`config.mk`:
```
export PLATFORM = sky130hd
export DESIGN_NAME = fadd_pipe
export DESIGN_NICKNAME = d
export VERILOG_FILES = /design/src/rtl/fadd_pipe.sv
export SDC_FILE = /design/constraint.sdc
export NUM_CORES = 1
export LEC_CHECK = 0
export CELL_PAD_IN_SITES_DETAIL_PLACEMENT = 2
export CELL_PAD_IN_SITES_GLOBAL_PLACEMENT = 2
export CORE_UTILIZATION = 36
export CTS_CLUSTER_SIZE = 20
export DETAILED_ROUTE_END_ITERATION = 8
export GPL_ROUTABILITY_DRIVEN = 0
export HOLD_SLACK_MARGIN = 0.03
export PLACE_DENSITY = 0.85
export SKIP_LAST_GASP = 1
export SYNTH_ARGS = -nofsm -noshare
export SYNTH_HDL_FRONTEND = slang
export SYNTH_SLANG_ARGS = --single-unit
```
`constraint.sdc`:
```
create_clock -name clk -period 9.15 [get_ports clk]
set_input_delay 1.83 -clock clk [delete_from_list [all_inputs] [get_ports clk]]
set_output_delay 1.83 -clock clk [all_outputs]
set_load 0.05 [all_outputs]
```
`src/rtl/fadd_pipe.sv`:
```
// fadd_pipe: 3-stage IEEE-754 single add/sub (align | add+lzc | normalize/round/pack), 1 op/cycle.
// Latency 3 cycles; out_ready low stalls the output and full stages behind it, bubbles still fill.
module fadd_pipe #(
  parameter int TAG_W     = 5,
  parameter bit ROUND_RNE = 1'b1
) (
  input  logic             clk,
  input  logic             rstn,
  input  logic             in_valid,
  output logic             in_ready,
  input  logic [31:0]      x1,
  input  logic [31:0]      x2,
  input  logic             sub,
  input  logic [TAG_W-1:0] tag_in,
  output logic             out_valid,
  input  logic             out_ready,
  output logic [31:0]      y,
  output logic             ovf,
  output logic [TAG_W-1:0] tag_out
);
  logic v1_q, v1_d, v2_q, v2_d, v3_q, v3_d;
  logic ld1, ld2, ld3;

  logic [26:0]      s1_sig_l_q, s1_sig_l_d, s1_sig_s_q, s1_sig_s_d;
  logic [7:0]       s1_exp_q, s1_exp_d;
  logic             s1_sign_q, s1_sign_d, s1_esub_q, s1_esub_d;
  logic             s1_inf_q, s1_inf_d, s1_zz_q, s1_zz_d, s1_zsign_q, s1_zsign_d;
  logic [TAG_W-1:0] s1_tag_q, s1_tag_d;

  logic [27:0]      s2_sum_q, s2_sum_d;
  logic [4:0]       s2_lzc_q, s2_lzc_d;
  logic [7:0]       s2_exp_q, s2_exp_d;
  logic             s2_sign_q, s2_sign_d, s2_inf_q, s2_inf_d, s2_zz_q, s2_zz_d, s2_zsign_q, s2_zsign_d;
  logic [TAG_W-1:0] s2_tag_q, s2_tag_d;

  logic [31:0]      y_q, y_d;
  logic             ovf_q, ovf_d;
  logic [TAG_W-1:0] tag_q, tag_d;

  logic        sb, swap;
  logic [30:0] ma, mb, ml, ms;
  logic [7:0]  diff;
  logic [23:0] sig_s;
  logic [49:0] shx;
  logic [26:0] field_s;
  logic [27:0] sum;
  logic [4:0]  lzc;
  logic [27:0] norm;
  logic        rnd;
  logic [24:0] mant_r;
  logic signed [9:0] exp_r;
  logic [22:0] frac;

  // A stage loads when empty or when its contents move on; in_ready is stage 1's load.
  assign ld3       = !v3_q || out_ready;
  assign ld2       = !v2_q || ld3;
  assign ld1       = !v1_q || ld2;
  assign in_ready  = ld1;
  assign out_valid = v3_q;
  assign y         = y_q;
  assign ovf       = ovf_q;
  assign tag_out   = tag_q;

  always_comb begin
    v1_d = ld1 ? in_valid : v1_q;
    v2_d = ld2 ? v1_q : v2_q;
    v3_d = ld3 ? v2_q : v3_q;
  end

  // Stage 1: flush denormals, order by magnitude, align the smaller significand with sticky.
  always_comb begin
    sb      = x2[31] ^ sub;
    ma      = (x1[30:23] == 8'd0) ? 31'd0 : x1[30:0];
    mb      = (x2[30:23] == 8'd0) ? 31'd0 : x2[30:0];
    swap    = mb > ma;
    ml      = swap ? mb : ma;
    ms      = swap ? ma : mb;
    diff    = ml[30:23] - ms[30:23];
    sig_s   = (ms[30:23] == 8'd0) ? 24'd0 : {1'b1, ms[22:0]};
    shx     = {sig_s, 26'd0} >> diff;
    field_s = (diff >= 8'd27) ? {26'd0, |sig_s} : {shx[49:24], |shx[23:0]};

    s1_sig_l_d = s1_sig_l_q;
    s1_sig_s_d = s1_sig_s_q;
    s1_exp_d   = s1_exp_q;
    s1_sign_d  = s1_sign_q;
    s1_esub_d  = s1_esub_q;
    s1_inf_d   = s1_inf_q;
    s1_zz_d    = s1_zz_q;
    s1_zsign_d = s1_zsign_q;
    s1_tag_d   = s1_tag_q;
    if (ld1) begin
      s1_sig_l_d = {(ml[30:23] != 8'd0), ml[22:0], 3'b000};
      s1_sig_s_d = field_s;
      s1_exp_d   = ml[30:23];
      s1_sign_d  = swap ? sb : x1[31];
      s1_esub_d  = x1[31] ^ sb;
      s1_inf_d   = (x1[30:23] == 8'hFF) || (x2[30:23] == 8'hFF);
      s1_zz_d    = (ma == 31'd0) && (mb == 31'd0);
      s1_zsign_d = x1[31] & sb;
      s1_tag_d   = tag_in;
    end
  end

  // Stage 2: magnitude add/subtract (large - small never goes negative) and leading-zero count.
  always_comb begin
    sum = s1_esub_q ? ({1'b0, s1_sig_l_q} - {1'b0, s1_sig_s_q})
                    : ({1'b0, s1_sig_l_q} + {1'b0, s1_sig_s_q});
    lzc = 5'd28;
    for (int i = 0; i < 28; i++) begin
      if (sum[i]) lzc = 5'(27 - i);
    end

    s2_sum_d   = s2_sum_q;
    s2_lzc_d   = s2_lzc_q;
    s2_exp_d   = s2_exp_q;
    s2_sign_d  = s2_sign_q;
    s2_inf_d   = s2_inf_q;
    s2_zz_d    = s2_zz_q;
    s2_zsign_d = s2_zsign_q;
    s2_tag_d   = s2_tag_q;
    if (ld2) begin
      s2_sum_d   = sum;
      s2_lzc_d   = lzc;
      s2_exp_d   = s1_exp_q;
      s2_sign_d  = s1_sign_q;
      s2_inf_d   = s1_inf_q;
      s2_zz_d    = s1_zz_q;
      s2_zsign_d = s1_zsign_q;
      s2_tag_d   = s1_tag_q;
    end
  end

  // Stage 3: the binary point sits at bit 27 so a carry-out (lzc=0) and a plain result share one path.
  always_comb begin
    norm   = s2_sum_q << s2_lzc_q;
    rnd    = ROUND_RNE & norm[3] & (norm[2] | norm[1] | norm[0] | norm[4]);
    mant_r = {1'b0, norm[27:4]} + {24'd0, rnd};
    exp_r  = $signed({2'b00, s2_exp_q}) + 10'sd1 - $signed({5'd0, s2_lzc_q})
           + $signed({9'd0, mant_r[24]});
    frac   = mant_r[24] ? mant_r[23:1] : mant_r[22:0];

    y_d   = y_q;
    ovf_d = ovf_q;
    tag_d = tag_q;
    if (ld3 && v2_q) begin
      tag_d = s2_tag_q;
      ovf_d = 1'b0;
      if (s2_inf_q) begin
        y_d   = {s2_sign_q, 8'hFF, 23'd0};
        ovf_d = 1'b1;
      end else if (s2_zz_q) begin
        y_d = {s2_zsign_q, 31'd0};
      end else if (s2_sum_q == 28'd0) begin
        y_d = 32'd0;
      end else if (exp_r >= 10'sd255) begin
        y_d   = {s2_sign_q, 8'hFF, 23'd0};
        ovf_d = 1'b1;
      end else if (exp_r <= 10'sd0) begin
        y_d = 32'd0;
      end else begin
        y_d = {s2_sign_q, exp_r[7:0], frac};
      end
    end
  end

  always_ff @(posedge clk or negedge rstn) begin
    if (!rstn) begin
      v1_q       <= 1'b0;
      v2_q       <= 1'b0;
      v3_q       <= 1'b0;
      s1_sig_l_q <= '0;
      s1_sig_s_q <= '0;
      s1_exp_q   <= '0;
      s1_sign_q  <= 1'b0;
      s1_esub_q  <= 1'b0;
      s1_inf_q   <= 1'b0;
      s1_zz_q    <= 1'b0;
      s1_zsign_q <= 1'b0;
      s1_tag_q   <= '0;
      s2_sum_q   <= '0;
      s2_lzc_q   <= '0;
      s2_exp_q   <= '0;
      s2_sign_q  <= 1'b0;
      s2_inf_q   <= 1'b0;
      s2_zz_q    <= 1'b0;
      s2_zsign_q <= 1'b0;
      s2_tag_q   <= '0;
      y_q        <= '0;
      ovf_q      <= 1'b0;
      tag_q      <= '0;
    end else begin
      v1_q       <= v1_d;
      v2_q       <= v2_d;
      v3_q       <= v3_d;
      s1_sig_l_q <= s1_sig_l_d;
      s1_sig_s_q <= s1_sig_s_d;
      s1_exp_q   <= s1_exp_d;
      s1_sign_q  <= s1_sign_d;
      s1_esub_q  <= s1_esub_d;
      s1_inf_q   <= s1_inf_d;
      s1_zz_q    <= s1_zz_d;
      s1_zsign_q <= s1_zsign_d;
      s1_tag_q   <= s1_tag_d;
      s2_sum_q   <= s2_sum_d;
      s2_lzc_q   <= s2_lzc_d;
      s2_exp_q   <= s2_exp_d;
      s2_sign_q  <= s2_sign_d;
      s2_inf_q   <= s2_inf_d;
      s2_zz_q    <= s2_zz_d;
      s2_zsign_q <= s2_zsign_d;
      s2_tag_q   <= s2_tag_d;
      y_q        <= y_d;
      ovf_q      <= ovf_d;
      tag_q      <= tag_d;
    end
  end
endmodule
```
==> reports/results.tsv <==
metric	value	unit
seqPwrFrac	0.235	
grt_overflow	0	
r2r-start	s2_lzc_q[2]	
setup_viol	0	
syn_to_final_growth	15.4	%
max-clock-path-buffers	2	
ys_types	97	
reg2reg_depth	25	
dp_hpwl	43900	um
power_density	271	nW/um^2
avgSynthCellArea	8.05	um^2
syn_nets	1994	
worstHoldEndpoint	s2_tag_q[4]	
grt_pass1_vias	16300	
vias	14800	
async_reset_ff_frac	1.00	
cp.buffers_inverters	3	
grt_pass1_wl	92900	um
final.period_utilization	0.942	
hold_viol	0	
finalWorstSetupSlack	527	ps
startpoint_type	input port	
rsz0062_at_grt	no	
ys_warn_count	0	
ant_nets	0	
dp_slack	136	ps
most-common-layout-cells	nand2_1, nor2_1, dfrtp_1	
placement.io_buffers	113	
antenna_cells	0	
finalNetCount	2055	
slowest_delay	630	ps
endpoint_kind	register	
drive_gt1_frac	0.0836	
path_clk_slew	70	ps
cts_hold_buf	0	
design_area	17000	um^2
clkSinkCount	160	
r2r_setup_slack	790	ps
fill_cells	4531	
whs_path_depth	2	
p_sw	2.31	mW
antenna_found_initial	3	
cts_buffers	17	
reg2reg_to	y[17]	
die_x	204	um
postSynthCellCount	1828	
swShare	0.501	
dpl_cell_area	16400	um^2
core_area	40000	um^2
crit_family	simple AND/OR/NAND/NOR gates	
final_common_cell	nand2_1	
p_clk_frac	0.166	
worstPathMaxFanout	51	
num_io_pins	114	
via_per_inst	6.11	
status	complete, no violations	
drc	0	
hp-start	s2_tag_q[4]	
finalCriticalPeriod	8620	ps
p_comb_frac	0.600	
cts_tree	yes	
hold_slack	475	ps
leakagePower	7.26	nW
setup-tns-final	0	ps
dieArea	41700	um^2
track_usage	0.284	
slowest_stage	or4_4	
tightest_slew	965	ps
final_max_slew_viol_count	0	
rows	73	
grt_max_degree	95	
drtIter0Drc	920	
critPathRequiredTime	9490	ps
synth-seq-cells	160	
p_int	2.30	mW
synth_edf_count	0	
routedWlPerCell	24.0	um
post_cts_resize_count	0	
clock_latency	470	ps
fin_worst_skew	13.6	ps
vdd_drop_max	0.000137	V
die_h	204	um
wl	58200	um
ys.flop_type	dfrtp_1	
synth_area	14700	um^2
cpMostUsedCell	or4_4	
worstSetupPathType	in2reg	
cp_cell_sequence	clkdlybuf4s50_1 -> or4_4 -> or2_1 -> nand2_1 -> inv_1 -> ha_1 -> and4_1 -> nand3_1 -> or4_4 -> o2111a_2 -> nor2_4 -> buf_4 -> o22ai_1 -> a22o_1 -> or4_4 -> nand3_4 -> o2111ai_4 -> or3_4 -> o32ai_1	
fmax	116	MHz
relSlewSlack	0.357	
h-tree-depth	4	
clockRootBuffer	clkbuf_16	
drv_cap	0	
initial_core_util	0.368	
hold_class	reg2reg	
yosysSeqAreaShare	0.272	
dr.pass1.iters	5	
worst-endpoint-arrival	8960	ps
post_cts.repair.setup_buffers	0	
## per-stage QoR
step	instances	total power [mW]	utilization
finish	2426	4.61	0.424
global route	2426	4.87	0.424
CTS	2426	4.60	0.424
detailed placement	2395	3.75	0.409
global placement	2395	3.61	0.409
floorplan	1828	2.88	-
## cells in the mapped netlist (21+ instances only)
| cell | n | area, um^2 |
|---|---|---|
| mux2_2 | 25 | 282 |
| nor3_1 | 33 | 165 |
| xor2_1 | 23 | 201 |
| inv_1 | 113 | 424 |
| xnor2_1 | 33 | 289 |
| nor4_1 | 21 | 131 |
| nand3_1 | 27 | 135 |
| a211oi_1 | 24 | 180 |
| nand2_1 | 256 | 961 |
| clkbuf_1 | 81 | 304 |
| dfrtp_1 | 160 | 4000 |
| mux4_2 | 33 | 743 |
| mux2i_1 | 60 | 601 |
| ha_1 | 89 | 1110 |
| a21oi_1 | 134 | 671 |
| nor2_1 | 186 | 698 |
| o21ai_0 | 128 | 641 |
| a31oi_1 | 35 | 219 |
## area by class of cell
class                      instances  area, um^2  area share
clock buffer                      18         439      0.0259
clock inverter                    13         175      0.0103
inverter                         115         432      0.0254
multi-input combinational       1440        9810       0.578
sequential                       160        4000       0.236
tap                              525         657      0.0387
timing repair buffer             155        1460      0.0860
## logic make-up (layout without fill, tap and decap cells)
kind of cell | count (synthesis) | in the layout | share of synthesized area
and+or+nand+nor | 639 | 639 | 0.199
AOI/OAI and AO/OA | 530 | 530 | 0.236
buffers and inverters | 228 | 301 | 0.0613
DFF | 160 | 160 | 0.272
muxes | 122 | 122 | 0.118
adders and majority gates | 93 | 93 | 0.0805
xor gates and xnor gates | 56 | 56 | 0.0333
## tightest hold or removal path: stages, from the launching register on
cell     delay [ps]
dfrtp_1         340
nand2_1          50
nand2_1          50
## per-layer routing
| metal | vias to the layer above | track usage | part of all wire |
|---|---|---|---|
| li1 | 6736 | - | - |
| met4 | 2 | 0.104 | 0.027 |
| met2 | 370 | 0.497 | 0.51 |
| met5 | - | 0 | 0.00022 |
| met3 | 119 | 0.0328 | 0.033 |
| met1 | 7597 | 0.356 | 0.43 |
## how the worst max path moves through the flow
| stage | startpoint | endpoint | slack, ps | depth (start not counted) |
|---|---|---|---|---|
| global route | s2_lzc_q[2] | y[17] | 180 | 25 |
| finish | x2[25] | s1_sig_s_q[19] | 530 | 19 |
| CTS | x2[25] | s1_sig_s_q[19] | 610 | 19 |
| floorplan | x2[30] | s1_sig_s_q[0] | 110 | 28 |
| detailed placement | x2[25] | s1_sig_s_q[19] | 140 | 19 |
| global placement | x2[25] | s1_sig_s_q[19] | 360 | 19 |
## power groups by stage
stage                     registers (mW)  clock network, mW  logic, mW
after global placement              1.06                  0       2.55
after detailed placement            1.08                  0       2.66
after global routing                1.10              0.799       2.96
final                               1.08              0.763       2.76
after CTS                           1.08              0.776       2.74
after floorplan                     1.23                  0       1.65
## flip-flops by register name, indices dropped and copies added, names as in the netlist, 8 cells and up
register / cells
s1_exp_q: 8
s2_exp_q: 8
s1_sig_s_q: 27
y: 32
s2_sum_q: 28
s1_sig_l_q: 24
(Power assumes the default switching activity.)
